**src/rtl/rv_fetch_pkg.sv**
```systemverilog
`default_nettype none
// +----------------------------------------------------------------------+
// | rv_fetch_pkg : shared types and constants for the fetch stage        |
// | Rev 1.0                                                              |
// +----------------------------------------------------------------------+
package rv_fetch_pkg;

    typedef enum logic [1:0] {
        ST_IDLE  = 2'd0,
        ST_FETCH = 2'd1,
        ST_HOLD  = 2'd2,
        ST_ERROR = 2'd3
    } fetch_state_t;

    localparam logic [1:0]  ERR_NONE     = 2'b00;
    localparam logic [1:0]  ERR_MISALIGN = 2'b01;
    localparam logic [1:0]  ERR_TIMEOUT  = 2'b10;

    localparam logic [31:0] NOP_INSTR    = 32'h0000_0013;

    localparam logic [6:0]  OPC_LOAD     = 7'd3;
    localparam logic [6:0]  OPC_OP_IMM   = 7'd19;
    localparam logic [6:0]  OPC_AUIPC    = 7'd23;
    localparam logic [6:0]  OPC_STORE    = 7'd35;
    localparam logic [6:0]  OPC_LUI      = 7'd55;
    localparam logic [6:0]  OPC_BRANCH   = 7'd99;
    localparam logic [6:0]  OPC_JALR     = 7'd103;
    localparam logic [6:0]  OPC_JAL      = 7'd111;

endpackage
`default_nettype wire

```
**src/rtl/next_pc_calc.sv**
```systemverilog
`default_nettype none
// +----------------------------------------------------------------------+
// | next_pc_calc : redirect-priority next-PC selection, misalign flag    |
// | Rev 1.0                                                              |
// +----------------------------------------------------------------------+
module next_pc_calc (
    input  logic [31:0] pc,
    input  logic [31:0] imm,
    input  logic [31:0] rs1_val,
    input  logic        branch_taken,
    input  logic        jal,
    input  logic        jalr,
    output logic [31:0] next_pc,
    output logic        misaligned
);

    logic [31:0] w_jalr_sum;

    assign w_jalr_sum = rs1_val + imm;

    always_comb begin
        next_pc = pc + 32'd4;
        if (jalr) begin
            next_pc = {w_jalr_sum[31:1], 1'b0};
        end else if (jal || branch_taken) begin
            next_pc = pc + imm;
        end
    end

    assign misaligned = |next_pc[1:0];

endmodule
`default_nettype wire

```
**src/rtl/instr_fetch.sv**
```systemverilog
`default_nettype none
// +----------------------------------------------------------------------+
// | instr_fetch : single-outstanding instruction fetch with redirects    |
// | Rev 1.0                                                              |
// +----------------------------------------------------------------------+
module instr_fetch
    import rv_fetch_pkg::*;
#(
    parameter logic [31:0] RESET_PC = 32'h0000_0000,
    parameter int          MAX_WAIT = 16
) (
    input  logic        clk,
    input  logic        rst,
    output logic        imem_req,
    output logic [31:0] imem_addr,
    input  logic [31:0] imem_rdata,
    input  logic        imem_ack,
    output logic [31:0] instr,
    output logic [31:0] pc,
    output logic        instr_valid,
    input  logic        stall,
    input  logic        branch_taken,
    input  logic        jal,
    input  logic        jalr,
    input  logic [31:0] imm,
    input  logic [31:0] rs1_val,
    output logic        fetch_err,
    output logic [1:0]  err_code
);

    // Counter only needs to reach MAX_WAIT-1: the cycle that would hit MAX_WAIT leaves FETCH.
    localparam int             WCW         = (MAX_WAIT < 2) ? 1 : $clog2(MAX_WAIT);
    localparam logic [WCW-1:0] c_wait_last = WCW'(MAX_WAIT - 1);

    fetch_state_t   r_state, w_state_nxt;
    logic [31:0]    r_pc, w_pc_nxt;
    logic [31:0]    r_instr, w_instr_nxt;
    logic [1:0]     r_err, w_err_nxt;
    logic [WCW-1:0] r_wait, w_wait_nxt;
    logic [31:0]    w_next_pc;
    logic           w_misaligned;
    logic           w_req;
    logic           w_valid;
    logic           w_fetch_err;

    next_pc_calc u_next_pc_calc (
        .pc           (r_pc),
        .imm          (imm),
        .rs1_val      (rs1_val),
        .branch_taken (branch_taken),
        .jal          (jal),
        .jalr         (jalr),
        .next_pc      (w_next_pc),
        .misaligned   (w_misaligned)
    );

    always_ff @(posedge clk or posedge rst) begin
        if (rst) begin
            r_state <= ST_IDLE;
            r_pc    <= RESET_PC;
            r_instr <= NOP_INSTR;
            r_err   <= ERR_NONE;
            r_wait  <= '0;
        end else begin
            r_state <= w_state_nxt;
            r_pc    <= w_pc_nxt;
            r_instr <= w_instr_nxt;
            r_err   <= w_err_nxt;
            r_wait  <= w_wait_nxt;
        end
    end

    always_comb begin
        w_state_nxt = r_state;
        w_pc_nxt    = r_pc;
        w_instr_nxt = r_instr;
        w_err_nxt   = r_err;
        w_wait_nxt  = r_wait;
        w_req       = 1'b0;
        w_valid     = 1'b0;
        w_fetch_err = 1'b0;
        case (r_state)
            ST_IDLE: begin
                w_state_nxt = ST_FETCH;
                w_wait_nxt  = '0;
            end
            ST_FETCH: begin
                w_req = 1'b1;
                if (imem_ack) begin
                    w_instr_nxt = imem_rdata;
                    w_wait_nxt  = '0;
                    w_state_nxt = ST_HOLD;
                end else if (r_wait == c_wait_last) begin
                    w_err_nxt   = ERR_TIMEOUT;
                    w_state_nxt = ST_ERROR;
                end else begin
                    w_wait_nxt = r_wait + 1'b1;
                end
            end
            ST_HOLD: begin
                w_valid = 1'b1;
                if (!stall) begin
                    if (w_misaligned) begin
                        w_err_nxt   = ERR_MISALIGN;
                        w_state_nxt = ST_ERROR;
                    end else begin
                        w_pc_nxt    = w_next_pc;
                        w_state_nxt = ST_FETCH;
                    end
                end
            end
            ST_ERROR: begin
                w_fetch_err = 1'b1;
            end
            default: begin
                w_state_nxt = ST_IDLE;
            end
        endcase
    end

    assign imem_req    = w_req;
    assign imem_addr   = r_pc;
    assign instr       = r_instr;
    assign pc          = r_pc;
    assign instr_valid = w_valid;
    assign fetch_err   = w_fetch_err;
    assign err_code    = r_err;

endmodule
`default_nettype wire

```
**config.mk**
```make
export PLATFORM = sky130hd
export DESIGN_NAME = instr_fetch
export DESIGN_NICKNAME = d
export VERILOG_FILES = /design/src/rtl/rv_fetch_pkg.sv /design/src/rtl/next_pc_calc.sv /design/src/rtl/instr_fetch.sv
export SDC_FILE = /design/constraint.sdc
export NUM_CORES = 1
export LEC_CHECK = 0
export BUFFER_PORTS_ARGS = -buffer_cell sky130_fd_sc_hd__buf_2
export CORE_MARGIN = 4
export CORE_UTILIZATION = 29
export DETAILED_ROUTE_END_ITERATION = 8
export PLACE_DENSITY = 0.61
export SYNTH_ARGS = -nofsm -noshare
export SYNTH_HDL_FRONTEND = slang
export SYNTH_SLANG_ARGS = --single-unit
```
**constraint.sdc**
```tcl
create_clock -name clk -period 5.5 [get_ports clk]
set_clock_uncertainty 0.2 [all_clocks]
set_input_delay 0.825 -clock clk [delete_from_list [all_inputs] [get_ports clk]]
set_output_delay 0.825 -clock clk [all_outputs]
set_load 0.05 [all_outputs]
```
==> results by stage <==
Placed design:
- Timing analysis after detailed placement gives a worst setup slack of 1.25 ns.
- The routability congestion estimate from global placement is 0.897.
- The HPWL after detailed placement is 18200 microns.
- The cell area after placement is 8280 sq um.
- The total of buffers placed on input and output ports is 203.
- The instance count after placement with tap cells included is 1341.

Timing:
- Setup repair after global routing left no endpoint under its margin.
- The share of the cycle needed by the critical path after routing is 70.4%.
- Headroom to the max-slew limit came out at 17.0%.
- The setup violation total in the final timing report is 0.
- Timing would allow up to 258 MHz.
- The final-report max-slew violation count is 0.
- The shortest clock period the worst path allows after layout is 3.87 ns.
- For the final routed database, the setup TNS stands at 0 ns.
- The total count of hold-check failures in the final report is 0.
- The post-route worst hold slack is 0.297 ns.
- The actual transition at the worst max-transition pin is 1.24 ns.
- Once routing completed, OpenROAD measured the worst setup slack at 1.63 ns.

Logic synthesis:
- The number of nets handed over by synthesis was 1043.
- The mapped netlist covers 7200 sq um.
- The number of distinct library cells after synthesis is 74.
- The total of flip-flops plus latches after synthesis is 72.
- The instance count of the mapped netlist is 871.
- The number of synthesis warnings is 0.
- Yosys mapped a number of flops with a built-in enable equal to 0.
- The primary flip-flop cell chosen by synthesis mapping is dfrtp_1.
- Sequential elements use 25.1% of the synthesized area.
- A synthesized cell averages 8.27 sq um.
- Counting flops with an async set or reset pin after synthesis yields a share of 100%.

Worst setup path:
- The launching element type of the critical path is an input port.
- The required time at the endpoint of the critical path is 5.49 ns.
- The critical path start-end classification is in -> reg.
- Tracing the worst setup path back leads to its startpoint at imm[0].
- The worst flop-to-flop path startpoint is imem_addr[0]$_DFFE_PP0P_.
- The critical path arrival is 3.86 ns.
- The largest fanout on the critical path is 16.
- The worst setup path is captured at a register.

Clock tree:
- Counting every sink on the clock net gives 72.
- The number of gates resized after CTS was 0.
- For the worst-skew pair, the clock arrives at the later sink with an insertion delay of 0.34 ns.
- The H-tree level count is 3.
- The TritonCTS clock tree is built.
- The clock passes through at most 2 buffers.
- Clock-pin slew was measured on the worst setup and hold paths at 0.06 ns.
- The number of clock buffers inserted by TritonCTS is 9.
- The clock root buffer master is clkbuf_16.
- The post-CTS setup buffer count is 0.
- In this run, post-CTS hold repair placed 0 buffers.

Routing:
- The via count normalized by instance count is 5.24.
- The number of detailed-routing iterations run before antenna repair is 5.
- The via count of the routed design is 7107.
- For this block, the initial DRC count from the detailed router was 431.
- The count of nets left with antenna violations once routing finished came out at 0.
- The number of DRC violations after detailed routing is 0.
- The final wirelength is 22900 microns.
- After detailed routing, the average wire length per cell comes to 16.9 microns.

Layout:
- The post-route cell area is 8590 sq um.
- The library cells used most frequently in the layout, excluding fill and tap cells, are 203 x buf_2, 84 x a21oi_1, 83 x nand2_1, 71 x nor2_1, 71 x o21ai_0.
- The library cell used most frequently in the layout, excluding fill and tap cells, is buf_2.
- The total of fill cells in the finished design is 2597.
- In the final layout, the share of cells above drive strength 1 is 27.5%.
- 0 antenna diodes ended up in the layout.
- The final net count is 1200.
- The post-route core utilization is 35.2%.
- The area growth from synthesis to layout is 19.2%.
- The number of standard cells in the final layout excluding fillers is 1357.

GRT:
- The via count of the first global-routing pass was 6453.
- The number of antenna violations at the first check in global routing is 1.
- After global routing the overflow that remains totals 0.
- Entering global routing, the biggest net connects 73 pins.
- The global router's overall resource usage is 16.0%.
- The wire length of the first global-routing pass is 34700 microns.

Run status:
- The flow ran to the end, and the final reports show no timing, DRC or antenna violations.

Die:
- The die covers 27400 sq um.
- The initial standard-cell utilization of the core is 29.5%.
- The region available for standard cell placement spans 24400 sq um.
- The horizontal die dimension is 166 microns.
- Pin placement for this block handled 204 I/O pins.
- The height of the chip is 166 microns.
- After floorplanning, the core was divided into 57 placement rows.

Hold path:
- The path class of the tightest hold or removal check is reg -> reg.
- The beginning of the worst hold path is instr[10]$_DFFE_PP0P_.

Pwr:
- The power per unit of standard cell area is 581 nW/um^2.
- For this design the static power due to leakage is 4.07 nW.
- The peak supply drop is 296 uV.
- The post-route total power is 4.99 mW.

Job:
- The count of max-cap constraint violations is 0.
## sequential cells by signal, indices dropped and copies added, names as in the netlist
| signal | count |
|---|---|
| instr | 32 |
| err_code | 2 |
| imem_addr | 32 |
| r_wait | 4 |
| r_state | 2 |
## layout make-up
type	count	area, sq um	area share, %
Clock inverter	6	66.3	0.772
Timing Repair Buffer	206	1040	12.1
Multi-Input combinational cell	716	4950	57.6
Sequential cell	72	1810	21.0
Tap cell	324	405	4.72
Inverter	23	86.3	1.01
Clock buffer	10	239	2.78
## synth_stat cells, types with 22 or more instances
cell type	n	area, sq um
a21o_1	25	188
dfrtp_1	69	1730
a21oi_1	84	420
nand2_1	83	312
buf_4	32	240
xnor2_1	36	315
o21ai_0	71	355
clkbuf_1	22	82.6
mux2_2	33	372
ha_1	67	838
xor2_1	31	272
inv_1	22	82.6
nor2_1	72	270
## per-layer routing
metal	global-route usage (%)	up-vias	part of all wire, %
met5	0	-	0.057
met4	3.45	2	1.4
met3	2.71	22	7.5
met2	25.8	274	45
met1	22.5	3305	46
li1	-	3504	-
## worst paths after layout
path / end / slack (ns) / cells past startpoint
setup / recovery: imem_addr[25]$_DFFE_PP0P_ / 1.63 / 11
hold / removal: instr[10]$_DFFE_PP0P_ / 0.30 / 1
setup reg to reg: imem_addr[25]$_DFFE_PP0P_ / 1.74 / 10
hold reg to reg: instr[10]$_DFFE_PP0P_ / 0.30 / 1
max in group asynchronous: imem_addr[31]$_DFFE_PP0P_ / 3.92 / 3
min in group asynchronous: instr[17]$_DFFE_PP0P_ / 0.58 / 3
## kinds of logic (layout without fill, tap and decap cells)
| group | count (synthesis) | in the layout | synth area share, % |
|---|---|---|---|
| DFF | 72 | 72 | 25.1 |
| buffers and inverters | 83 | 245 | 6.29 |
| and+or+nand+nor | 259 | 259 | 17.1 |
| muxes | 35 | 35 | 5.44 |
| xor gates and xnor gates | 67 | 67 | 8.15 |
| adders and majority gates | 69 | 69 | 12.2 |
| AOI/OAI and AO/OA | 286 | 286 | 25.8 |
## power breakdown
part | total, mW | internal (mW) | leakage, nW | switching [mW]
clock network | 0.597 | 0.365 | 0.153 | 0.232
logic | 3.30 | 1.02 | 3.05 | 2.28
registers | 1.09 | 0.770 | 0.871 | 0.321
## worst max-delay path: stages
cell and delay [ns]:
buf_2 0.12, ha_1 0.20, fa_1 0.43, nor2_1 0.11
a211oi_1 0.07, a21oi_1 0.30, nand3b_1 0.51, nor2_1 0.74
nand2_1 0.24, o221ai_1 0.24, a211oi_1 0.06
No activity file was read; power rests on OpenSTA's default activity.
